**src/rtl/l2_line_adaptor.sv**
```systemverilog
// l2_line_adaptor: converts L2 256-bit line requests into 4-beat 64-bit memory bursts
module l2_line_adaptor #(
   parameter int s_line  = 256,
   parameter int s_burst = 64
) (
   input  logic                clk,
   input  logic                rst,
   input  logic [31:0]         line_address,
   input  logic [s_line-1:0]   line_wdata,
   input  logic                line_read,
   input  logic                line_write,
   output logic [s_line-1:0]   line_rdata,
   output logic                line_resp,
   output logic [31:0]         burst_address,
   input  logic [s_burst-1:0]  burst_rdata,
   output logic [s_burst-1:0]  burst_wdata,
   output logic                burst_read,
   output logic                burst_write,
   input  logic                burst_resp
);
   localparam int nbeats = s_line / s_burst;
   localparam int bw = $clog2(nbeats);
   typedef enum logic [1:0] {IDLE, RD_BURST, WR_BURST, RESP} state_t;
   state_t state, next;
   logic [bw-1:0] beat;
   logic [s_line-1:0] wdata_q;
   logic in_burst, last;
   assign in_burst = state == RD_BURST || state == WR_BURST;
   assign last = burst_resp && beat == bw'(nbeats - 1);
   assign burst_read = state == RD_BURST;
   assign burst_write = state == WR_BURST;
   assign line_resp = state == RESP;
   assign burst_wdata = wdata_q[s_burst*beat +: s_burst];
   // state register
   always_ff @(posedge clk)
      state <= rst ? IDLE : next;
   // next state: read wins over write in IDLE, RESP always returns to IDLE
   always_comb begin
      next = state == IDLE ? (line_read ? RD_BURST : line_write ? WR_BURST : IDLE)
           : state == RESP ? IDLE
           : last ? RESP : state;
   end
   // latch request at accept, count beats and assemble read line
   always_ff @(posedge clk)
      if (rst) begin
         beat <= '0;
         line_rdata <= '0;
         burst_address <= '0;
         wdata_q <= '0;
      end else if (state == IDLE) begin
         if (line_read || line_write)
            burst_address <= line_address & ~32'(s_line / 8 - 1);
         if (line_write && !line_read)
            wdata_q <= line_wdata;
      end else if (in_burst && burst_resp) begin
         beat <= beat + 1'b1;
         if (state == RD_BURST)
            line_rdata[s_burst*beat +: s_burst] <= burst_rdata;
      end
endmodule

```
**config.mk**
```make
export PLATFORM = sky130hd
export DESIGN_NAME = l2_line_adaptor
export DESIGN_NICKNAME = d
export VERILOG_FILES = /design/src/rtl/l2_line_adaptor.sv
export SDC_FILE = /design/constraint.sdc
export NUM_CORES = 1
export LEC_CHECK = 0
export ABC_CLOCK_PERIOD_IN_PS = 5450
export CAP_MARGIN = 20
export CELL_PAD_IN_SITES_DETAIL_PLACEMENT = 0
export CELL_PAD_IN_SITES_GLOBAL_PLACEMENT = 1
export CORE_AREA = 3 3 279 281
export CTS_CLUSTER_DIAMETER = 50
export CTS_CLUSTER_SIZE = 8
export DETAILED_ROUTE_END_ITERATION = 12
export DIE_AREA = 0 0 282 284
export PLACE_DENSITY = 0.76
export SYNTH_ARGS = -nofsm -noshare
export SYNTH_HDL_FRONTEND = slang
export SYNTH_SLANG_ARGS = --single-unit
export TNS_END_PERCENT = 30
```
**constraint.sdc**
```tcl
create_clock -name clk -period 5.45 [get_ports clk]
set_input_delay 1.09 -clock clk [delete_from_list [all_inputs] [get_ports clk]]
set_output_delay 1.09 -clock clk [all_outputs]
set_load 0.01 [all_outputs]
```
==> metrics.txt, run 1 <==
# TYPE chip_impl_metric gauge
chip_impl_metric{name="cap_viol_max_count",unit=""} 0
chip_impl_metric{name="async_reset_ff_share",unit="%"} 0
chip_impl_metric{name="ys_ff_latch",unit=""} 543
chip_impl_metric{name="gp_routability_congestion",unit=""} 0.818
chip_impl_metric{name="critical_path_peak_fanout",unit=""} 33
chip_impl_metric{name="cts.repair_timing.setup_buffer_count",unit=""} 0
chip_impl_info{name="timing.hold.worst.class",value="flop to flop"} 1
chip_impl_metric{name="antenna_found_initial",unit=""} 11
chip_impl_info{name="r2r_end",value="line_rdata[221]"} 1
chip_impl_metric{name="synth.yosys.warnings",unit=""} 0
chip_impl_info{name="slowest_stage",value="dfxtp_4"} 1
chip_impl_metric{name="tritoncts.num_buffers",unit=""} 85
chip_impl_metric{name="setup.reg_to_reg.worst_slack",unit="ps"} 2300
chip_impl_metric{name="timing.final.setup_violations",unit=""} 0
chip_impl_info{name="crit_end",value="burst_wdata[26]"} 1
chip_impl_metric{name="route.vias.total",unit=""} 19718
chip_impl_metric{name="seqCellArea",unit="um^2"} 10900
chip_impl_info{name="yosys_most_used_dff",value="dfxtp_1"} 1
chip_impl_metric{name="antenna_viol_nets_final",unit=""} 0
chip_impl_metric{name="hold_ws",unit="ps"} 446
chip_impl_info{name="critPathLaunchType",value="flop"} 1
chip_impl_info{name="synth_top_cells_by_count",value="nand2_1, dfxtp_1, a21oi_1"} 1
chip_impl_metric{name="internal_power",unit="W"} 0.00756
chip_impl_metric{name="core",unit="um^2"} 75700
chip_impl_metric{name="swShare",unit="%"} 24.0
chip_impl_metric{name="synth_top_area_share",unit="%"} 52.0
chip_impl_info{name="clock_tree.root_cell",value="clkbuf_16"} 1
chip_impl_metric{name="cellPowerDensity",unit="nW/um^2"} 321
chip_impl_info{name="rsz0062_at_grt",value="false"} 1
chip_impl_metric{name="groute.usage.overall",unit="%"} 19.5
chip_impl_metric{name="power.static_leakage",unit="nW"} 10.3
chip_impl_metric{name="io_pins",unit=""} 712
chip_impl_info{name="crit_type",value="flop to primary output"} 1
chip_impl_info{name="run_status",value="completed"} 1
chip_impl_metric{name="clock_tree.buffer_depth",unit=""} 3
chip_impl_metric{name="die_area",unit="um^2"} 80100
chip_impl_metric{name="worstPathRequired",unit="ps"} 4360
chip_impl_metric{name="timing.critical_path.depth",unit=""} 3
chip_impl_info{name="crit_path_end_kind",value="primary output"} 1
chip_impl_metric{name="post-route-min-period",unit="ps"} 4090
chip_impl_metric{name="fp.dieW",unit="um"} 282
chip_impl_metric{name="max_clock_freq",unit="MHz"} 245
chip_impl_metric{name="cp.buffers_inverters",unit=""} 2
chip_impl_info{name="ys_top_cells_by_area",value="dfxtp_1, nand2_1, a21oi_1"} 1
chip_impl_info{name="r2r_start",value="beat[0]"} 1
chip_impl_metric{name="dp.cells",unit=""} 3990
chip_impl_metric{name="sum_neg_setup_slack",unit="ps"} 0
chip_impl_metric{name="skew_final",unit="ps"} 38.2
chip_impl_metric{name="layout_area_growth_over_synthesis",unit="%"} 48.5
chip_impl_metric{name="number_of_global_route_vias_before_repair",unit=""} 19121
chip_impl_info{name="critical_path.startpoint",value="beat[0]"} 1
chip_impl_metric{name="max_slew.worst_pin.slew",unit="ps"} 1100
chip_impl_metric{name="cts_sinks",unit=""} 543
chip_impl_metric{name="net_total_in_the_final_layout",unit=""} 3465
chip_impl_metric{name="final.period_utilization",unit="%"} 75.0
chip_impl_metric{name="timing.critical_path.arrival",unit="ps"} 3000
chip_impl_metric{name="hold_violations",unit=""} 0
chip_impl_metric{name="switching_power",unit="W"} 0.00239
chip_impl_metric{name="yosysUniqueCellTypes",unit=""} 29
chip_impl_metric{name="cts.hold.buffers_added",unit=""} 0
chip_impl_metric{name="drive_gt1_share",unit="%"} 7.63
chip_impl_info{name="cp_cell_sequence",value="buf_4 -> mux4_2 -> clkdlybuf4s50_1"} 1
chip_impl_metric{name="rows",unit=""} 101
chip_impl_info{name="cts_tree",value="yes"} 1
chip_impl_metric{name="slew_headroom",unit="%"} 26.9
chip_impl_metric{name="footprint_of_the_multi_input_gates",unit="um^2"} 8960
chip_impl_metric{name="power_frac_comb",unit="%"} 8.9
chip_impl_metric{name="initial_core_util",unit="%"} 27.6
chip_impl_metric{name="clock_transition_at_path_regs",unit="ps"} 50
chip_impl_metric{name="drt-initial-drc-count",unit=""} 1274
chip_impl_metric{name="seqPwrFrac",unit="%"} 41.8
chip_impl_info{name="synthMostInstantiatedCell",value="nand2_1"} 1
chip_impl_metric{name="vias_per_cell",unit=""} 4.79
chip_impl_metric{name="drt_pre_antenna_iters",unit=""} 5
chip_impl_metric{name="detail_placement_hpwl",unit="mm"} 55.4
chip_impl_metric{name="syn_area",unit="um^2"} 20900
chip_impl_metric{name="post_synth_inst_count",unit=""} 2494
chip_impl_metric{name="port_buffers",unit=""} 701
chip_impl_metric{name="synth-edff-count",unit=""} 0
chip_impl_info{name="cp_top_family",value="buffers and inverters"} 1
chip_impl_metric{name="final-max-slew-violation-count",unit=""} 0
chip_impl_metric{name="critPathMaxStageDelay",unit="ps"} 760
chip_impl_metric{name="ctsResizeCount",unit=""} 0
chip_impl_metric{name="fin_total_pwr",unit="W"} 0.00995
chip_impl_metric{name="grt_start_max_net_pins",unit=""} 186
chip_impl_metric{name="clock_latency_on_the_worst_skew_pair",unit="ps"} 620
chip_impl_metric{name="die-height",unit="um"} 284
chip_impl_metric{name="avgSynthCellArea",unit="um^2"} 8.38
chip_impl_metric{name="layout.filler_cells",unit=""} 7697
chip_impl_info{name="yosysTopAreaCell",value="dfxtp_1"} 1
chip_impl_metric{name="grt_pass1_wl",unit="mm"} 121
chip_impl_metric{name="p_clk_share",unit="%"} 49.3
chip_impl_metric{name="routed_wire_length_per_instance",unit="um"} 19.8
chip_impl_metric{name="utilization",unit="%"} 41.0
chip_impl_metric{name="timing.reg2reg.worst_path_depth",unit=""} 6
chip_impl_metric{name="synth-seq-area-share",unit="%"} 52.0
chip_impl_metric{name="grt_overflow",unit=""} 0
chip_impl_metric{name="vdd_drop_max",unit="V"} 0.000237
chip_impl_metric{name="route.final.wire_length",unit="mm"} 81.6
chip_impl_metric{name="h-tree-depth",unit=""} 3
chip_impl_metric{name="route.detailed.drc",unit=""} 0
chip_impl_metric{name="filler_free_cell_count_of_the_finished_design",unit=""} 4118
==> through the flow <==
stage                     area [um^2]  worst slack, ps
after floorplan                 20900             2910
final                           31000             1360
after detailed placement        28500             1880
after global routing            31000             1150
after global placement          28500             1840
after CTS                       31000             1240
==> cells in the final DEF (no fill, tap or decap), types with 2 or more instances in the layout <==
cell type	Yosys	routed
nand2_1	823	823
clkdlybuf4s50_1	0	700
dfxtp_1	543	541
a21oi_1	533	533
nand3_1	253	253
clkbuf_16	0	86
mux4_2	64	64
buf_4	23	30
clkbuf_1	100	11
a21oi_2	10	10
clkbuf_8	0	10
ha_1	9	9
diode_2	0	8
buf_12	0	8
conb_1	1	5
inv_1	4	4
nand4_1	4	4
and4_2	0	4
clkinv_2	0	4
nand3_2	3	3
clkinv_4	0	3
nor4b_4	1	2
or3_1	2	2
nand3b_1	2	2
nor2_1	2	2
dfxtp_4	0	2
inv_16	0	2
buf_8	0	2
==> worst min path at each step <==
stage / slack, ps / depth (start not counted) / startpoint / end
global placement: 440 / 2 / line_rdata[162] / line_rdata[162]
floorplan: 430 / 2 / wdata_q[128] / wdata_q[128]
finish: 450 / 2 / line_rdata[82] / line_rdata[82]
global route: 460 / 2 / line_rdata[205] / line_rdata[205]
CTS: 450 / 2 / line_rdata[157] / line_rdata[157]
detailed placement: 440 / 2 / line_rdata[157] / line_rdata[157]
==> metal layers <==
layer  part of all wire, %  wire (um)  up-vias  GRT usage [%]
met1                    40      32600     9308           23.2
met4                   2.9       2390        6           6.95
met2                    48      39100      674           32.6
met5                 0.047         38        -              0
met3                   9.3       7560      133           6.82
li1                      -          -     9597              -
==> final cells by class <==
type                       instances  area share (%)
clock buffer                     107            7.51
timing repair buffer             740            23.9
tap                              978            3.94
antenna                            8          0.0645
clock inverter                    13           0.553
sequential                       543            35.1
inverter                           4          0.0484
multi-input combinational       1725            28.9
==> power by group through the flow <==
stage	Sequential [W]	Combinational [W]	Clock, W
finish	0.00416	0.000883	0.00491
global route	0.00417	0.000955	0.00521
floorplan	0.00422	0.000392	0
CTS	0.00416	0.000893	0.00503
global placement	0.00424	0.000885	0
detailed placement	0.00424	0.000889	0
==> worst min-delay path: cells and delay by family, from the launching register on <==
kind	cells	cell delay (ps)
flip-flops	1	300
AND/OR/NAND/NOR	1	50
AO/OA/AOI/OAI	1	50
==> kinds of logic after synthesis <==
group	Yosys count	synth area share, %
and+or+nand+nor	1100	21.9
adders and majority gates	9	0.539
other	1	0.0180
muxes	65	6.95
AOI/OAI and AO/OA	545	13.2
DFF	543	52.0
buffers and inverters	230	5.29
xor gates and xnor gates	1	0.0419
==> flip-flops by register name, indices dropped and copies added (netlist names) <==
name and flops:
line_rdata 256, wdata_q 256, burst_address 27, beat 2, state 2
No activity file was read; power rests on OpenSTA's default activity.
==> run 2: changes to the inputs <==
==> config.mk (replaced) <==
export PLATFORM = sky130hd
export DESIGN_NAME = l2_line_adaptor
export DESIGN_NICKNAME = d
export VERILOG_FILES = /design/src/rtl/l2_line_adaptor.sv
export SDC_FILE = /design/constraint.sdc
export NUM_CORES = 1
export LEC_CHECK = 0
export ABC_CLOCK_PERIOD_IN_PS = 3300
export CAP_MARGIN = 20
export CELL_PAD_IN_SITES_DETAIL_PLACEMENT = 0
export CELL_PAD_IN_SITES_GLOBAL_PLACEMENT = 1
export CORE_AREA = 3 3 276 278
export CTS_CLUSTER_DIAMETER = 50
export CTS_CLUSTER_SIZE = 8
export DETAILED_ROUTE_END_ITERATION = 12
export DIE_AREA = 0 0 279 281
export PLACE_DENSITY = 0.8
export SYNTH_ARGS = -nofsm -noshare
export SYNTH_HDL_FRONTEND = slang
export SYNTH_SLANG_ARGS = --single-unit
export TNS_END_PERCENT = 30
==> constraint.sdc (replaced) <==
create_clock -name clk -period 3.3 [get_ports clk]
set_input_delay 0.66 -clock clk [delete_from_list [all_inputs] [get_ports clk]]
set_output_delay 0.66 -clock clk [all_outputs]
set_load 0.01 [all_outputs]
==> metrics.txt, run 2 (same netlist as run 1, synthesis figures left out) <==
# TYPE chip_impl_metric gauge
chip_impl_info{name="run_status",value="completed"} 1
chip_impl_metric{name="drive_gt1_share",unit="%"} 8.72
chip_impl_metric{name="skew_final",unit="ps"} 26.5
chip_impl_metric{name="final-max-slew-violation-count",unit=""} 0
chip_impl_metric{name="core",unit="um^2"} 74200
chip_impl_metric{name="hold_violations",unit=""} 0
chip_impl_info{name="clock_tree.root_cell",value="clkbuf_16"} 1
chip_impl_metric{name="timing.final.setup_violations",unit=""} 0
chip_impl_metric{name="rows",unit=""} 100
chip_impl_metric{name="postLayoutCellArea",unit="um^2"} 31500
chip_impl_info{name="mostFrequentLayoutCells",value="nand2_1, clkdlybuf4s50_1, dfxtp_1"} 1
chip_impl_metric{name="clock_tree.buffer_depth",unit=""} 3
chip_impl_info{name="timing.hold.worst.class",value="flop to flop"} 1
chip_impl_metric{name="fp.dieW",unit="um"} 279
chip_impl_metric{name="layout.filler_cells",unit=""} 7528
chip_impl_info{name="critical_path.startpoint",value="beat[1]"} 1
chip_impl_metric{name="detail_placement_hpwl",unit="mm"} 56.8
chip_impl_metric{name="cap_viol_max_count",unit=""} 0
chip_impl_metric{name="vias_per_cell",unit=""} 4.82
chip_impl_metric{name="grt_overflow",unit=""} 0
chip_impl_metric{name="route.vias.total",unit=""} 19984
chip_impl_metric{name="initial_core_util",unit="%"} 28.2
chip_impl_metric{name="vdd_drop_max",unit="V"} 0.000391
chip_impl_metric{name="h-tree-depth",unit=""} 3
chip_impl_metric{name="die-height",unit="um"} 281
chip_impl_info{name="cts_tree",value="yes"} 1
chip_impl_metric{name="grt_start_max_net_pins",unit=""} 119
chip_impl_metric{name="drt_pre_antenna_iters",unit=""} 5
chip_impl_metric{name="power.static_leakage",unit="nW"} 10.6
chip_impl_metric{name="max_clock_freq",unit="MHz"} 314
chip_impl_metric{name="port_buffers",unit=""} 701
chip_impl_info{name="rsz0062_at_grt",value="false"} 1
chip_impl_metric{name="max_slew.worst_pin.slew",unit="ps"} 1040
chip_impl_metric{name="layout_area_growth_over_synthesis",unit="%"} 50.7
chip_impl_metric{name="gp_routability_congestion",unit=""} 0.870
chip_impl_metric{name="clock_transition_at_path_regs",unit="ps"} 40
chip_impl_metric{name="groute.usage.overall",unit="%"} 19.9
chip_impl_metric{name="post-route-min-period",unit="ps"} 3190
chip_impl_metric{name="net_total_in_the_final_layout",unit=""} 3508
chip_impl_metric{name="die_area",unit="um^2"} 78400
chip_impl_metric{name="route.detailed.drc",unit=""} 0
chip_impl_metric{name="route.final.wire_length",unit="mm"} 81.8
chip_impl_metric{name="grt_pass1_wl",unit="mm"} 120
chip_impl_info{name="most_frequent_standard_cell_in_the_layout_excluding_fill_and_tap_cells",value="nand2_1"} 1
chip_impl_metric{name="critical_path_peak_fanout",unit=""} 35
chip_impl_info{name="hold_start",value="line_rdata[108]"} 1
chip_impl_metric{name="placedInstanceArea",unit="um^2"} 29000
chip_impl_metric{name="io_pins",unit=""} 712
chip_impl_metric{name="slew_headroom",unit="%"} 30.3
chip_impl_metric{name="cellPowerDensity",unit="nW/um^2"} 515
chip_impl_metric{name="tritoncts.num_buffers",unit=""} 84
chip_impl_metric{name="cts_sinks",unit=""} 543
chip_impl_metric{name="final.period_utilization",unit="%"} 96.5
chip_impl_info{name="critPathLaunchType",value="flop"} 1
chip_impl_metric{name="timing.critical_path.arrival",unit="ps"} 2530
chip_impl_metric{name="antenna_found_initial",unit=""} 17
chip_impl_info{name="crit_path_end_kind",value="primary output"} 1
chip_impl_metric{name="worstPathRequired",unit="ps"} 2640
chip_impl_metric{name="clock_latency_on_the_worst_skew_pair",unit="ps"} 610
chip_impl_info{name="crit_type",value="flop to primary output"} 1
chip_impl_metric{name="antenna_viol_nets_final",unit=""} 0
chip_impl_info{name="reg.largest.list",value="line_rdata x256, wdata_q x256, burst_address x27"} 1
chip_impl_metric{name="routed_wire_length_per_instance",unit="um"} 19.7
chip_impl_metric{name="number_of_global_route_vias_before_repair",unit=""} 19344
chip_impl_metric{name="drt-initial-drc-count",unit=""} 1305
chip_impl_info{name="r2r_start",value="beat[0]"} 1
chip_impl_metric{name="sum_neg_setup_slack",unit="ps"} 0
==> run 2: cell count changes in the layout (fill, tap and decap cells not counted), moves of 4 or more <==
cell,delta
buf_4,+24
buf_12,+21
clkbuf_8,-8
clkbuf_1,-5
diode_2,+4
==> run 2: final cells by class <==
class                           count  area, um^2  share of cell area [%]
Multi-Input combinational cell   1725        8950                    28.4
Inverter                            4        15.0                  0.0477
Clock buffer                       92        2150                    6.84
Timing Repair Buffer              784        8010                    25.4
Clock inverter                     16         226                   0.719
Tap cell                          969        1210                    3.85
Sequential cell                   543       10900                    34.6
Antenna cell                       12        30.0                  0.0954
==> run 2: worst max-delay path, cell delays in order (launching register included) <==
cell	delay, ps
dfxtp_4	640
buf_12	310
mux4_2	380
clkdlybuf4s50_1	570
==> run 2: worst paths after layout <==
check	endpoint	slack [ps]	cells past startpoint
setup reg to reg	line_rdata[46]	430	8
setup / recovery	burst_wdata[35]	110	3
hold reg to reg	line_rdata[108]	450	2
hold / removal	line_rdata[108]	450	2
==> run 2: power by group <==
part	switching, W	total (W)	internal [W]
Sequential	0.0000987	0.00686	0.00676
Combinational	0.000758	0.00154	0.000784
Clock	0.00305	0.00781	0.00476
==> run 2: metal layers <==
metal	routed length (um)	track usage (%)
met1	32100	23.1
met2	39600	34.0
met3	7240	6.97
met4	2660	7.31
met5	78	0
==> run 2: stage by stage <==
stage / hold WS, ps / utilization (%) / power (W) / std cells / worst slack (ps)
global route: 457 / 42.4 / 0.0168 / 4138 / 3.81
detailed placement: 443 / 39.1 / 0.00853 / 4019 / 412
floorplan: 433 / - / 0.00762 / 2498 / 941
finish: 447 / 42.4 / 0.0162 / 4145 / 115
CTS: 449 / 42.4 / 0.0164 / 4133 / 13.1
global placement: 437 / 39.1 / 0.00852 / 4019 / 414
==> run 2: repair_timing <==
| item | in CTS | in global routing |
|---|---|---|
| hold buffers | 0 | 0 |
| setup endpoints to repair | 51 | 0 |
| resized for setup | 0 | 0 |
| buffers inserted | 6 | 0 |
==> run 3: changes to the inputs <==
--- a/config.mk
+++ b/config.mk
@@ -6,7 +6,6 @@
 export NUM_CORES = 1
 export LEC_CHECK = 0
 export ABC_CLOCK_PERIOD_IN_PS = 3300
-export CAP_MARGIN = 20
 export CELL_PAD_IN_SITES_DETAIL_PLACEMENT = 0
 export CELL_PAD_IN_SITES_GLOBAL_PLACEMENT = 1
 export CORE_AREA = 3 3 276 278
==> results of run 3 <==
Final layout, timing and power as in run 2 (identical DEF).
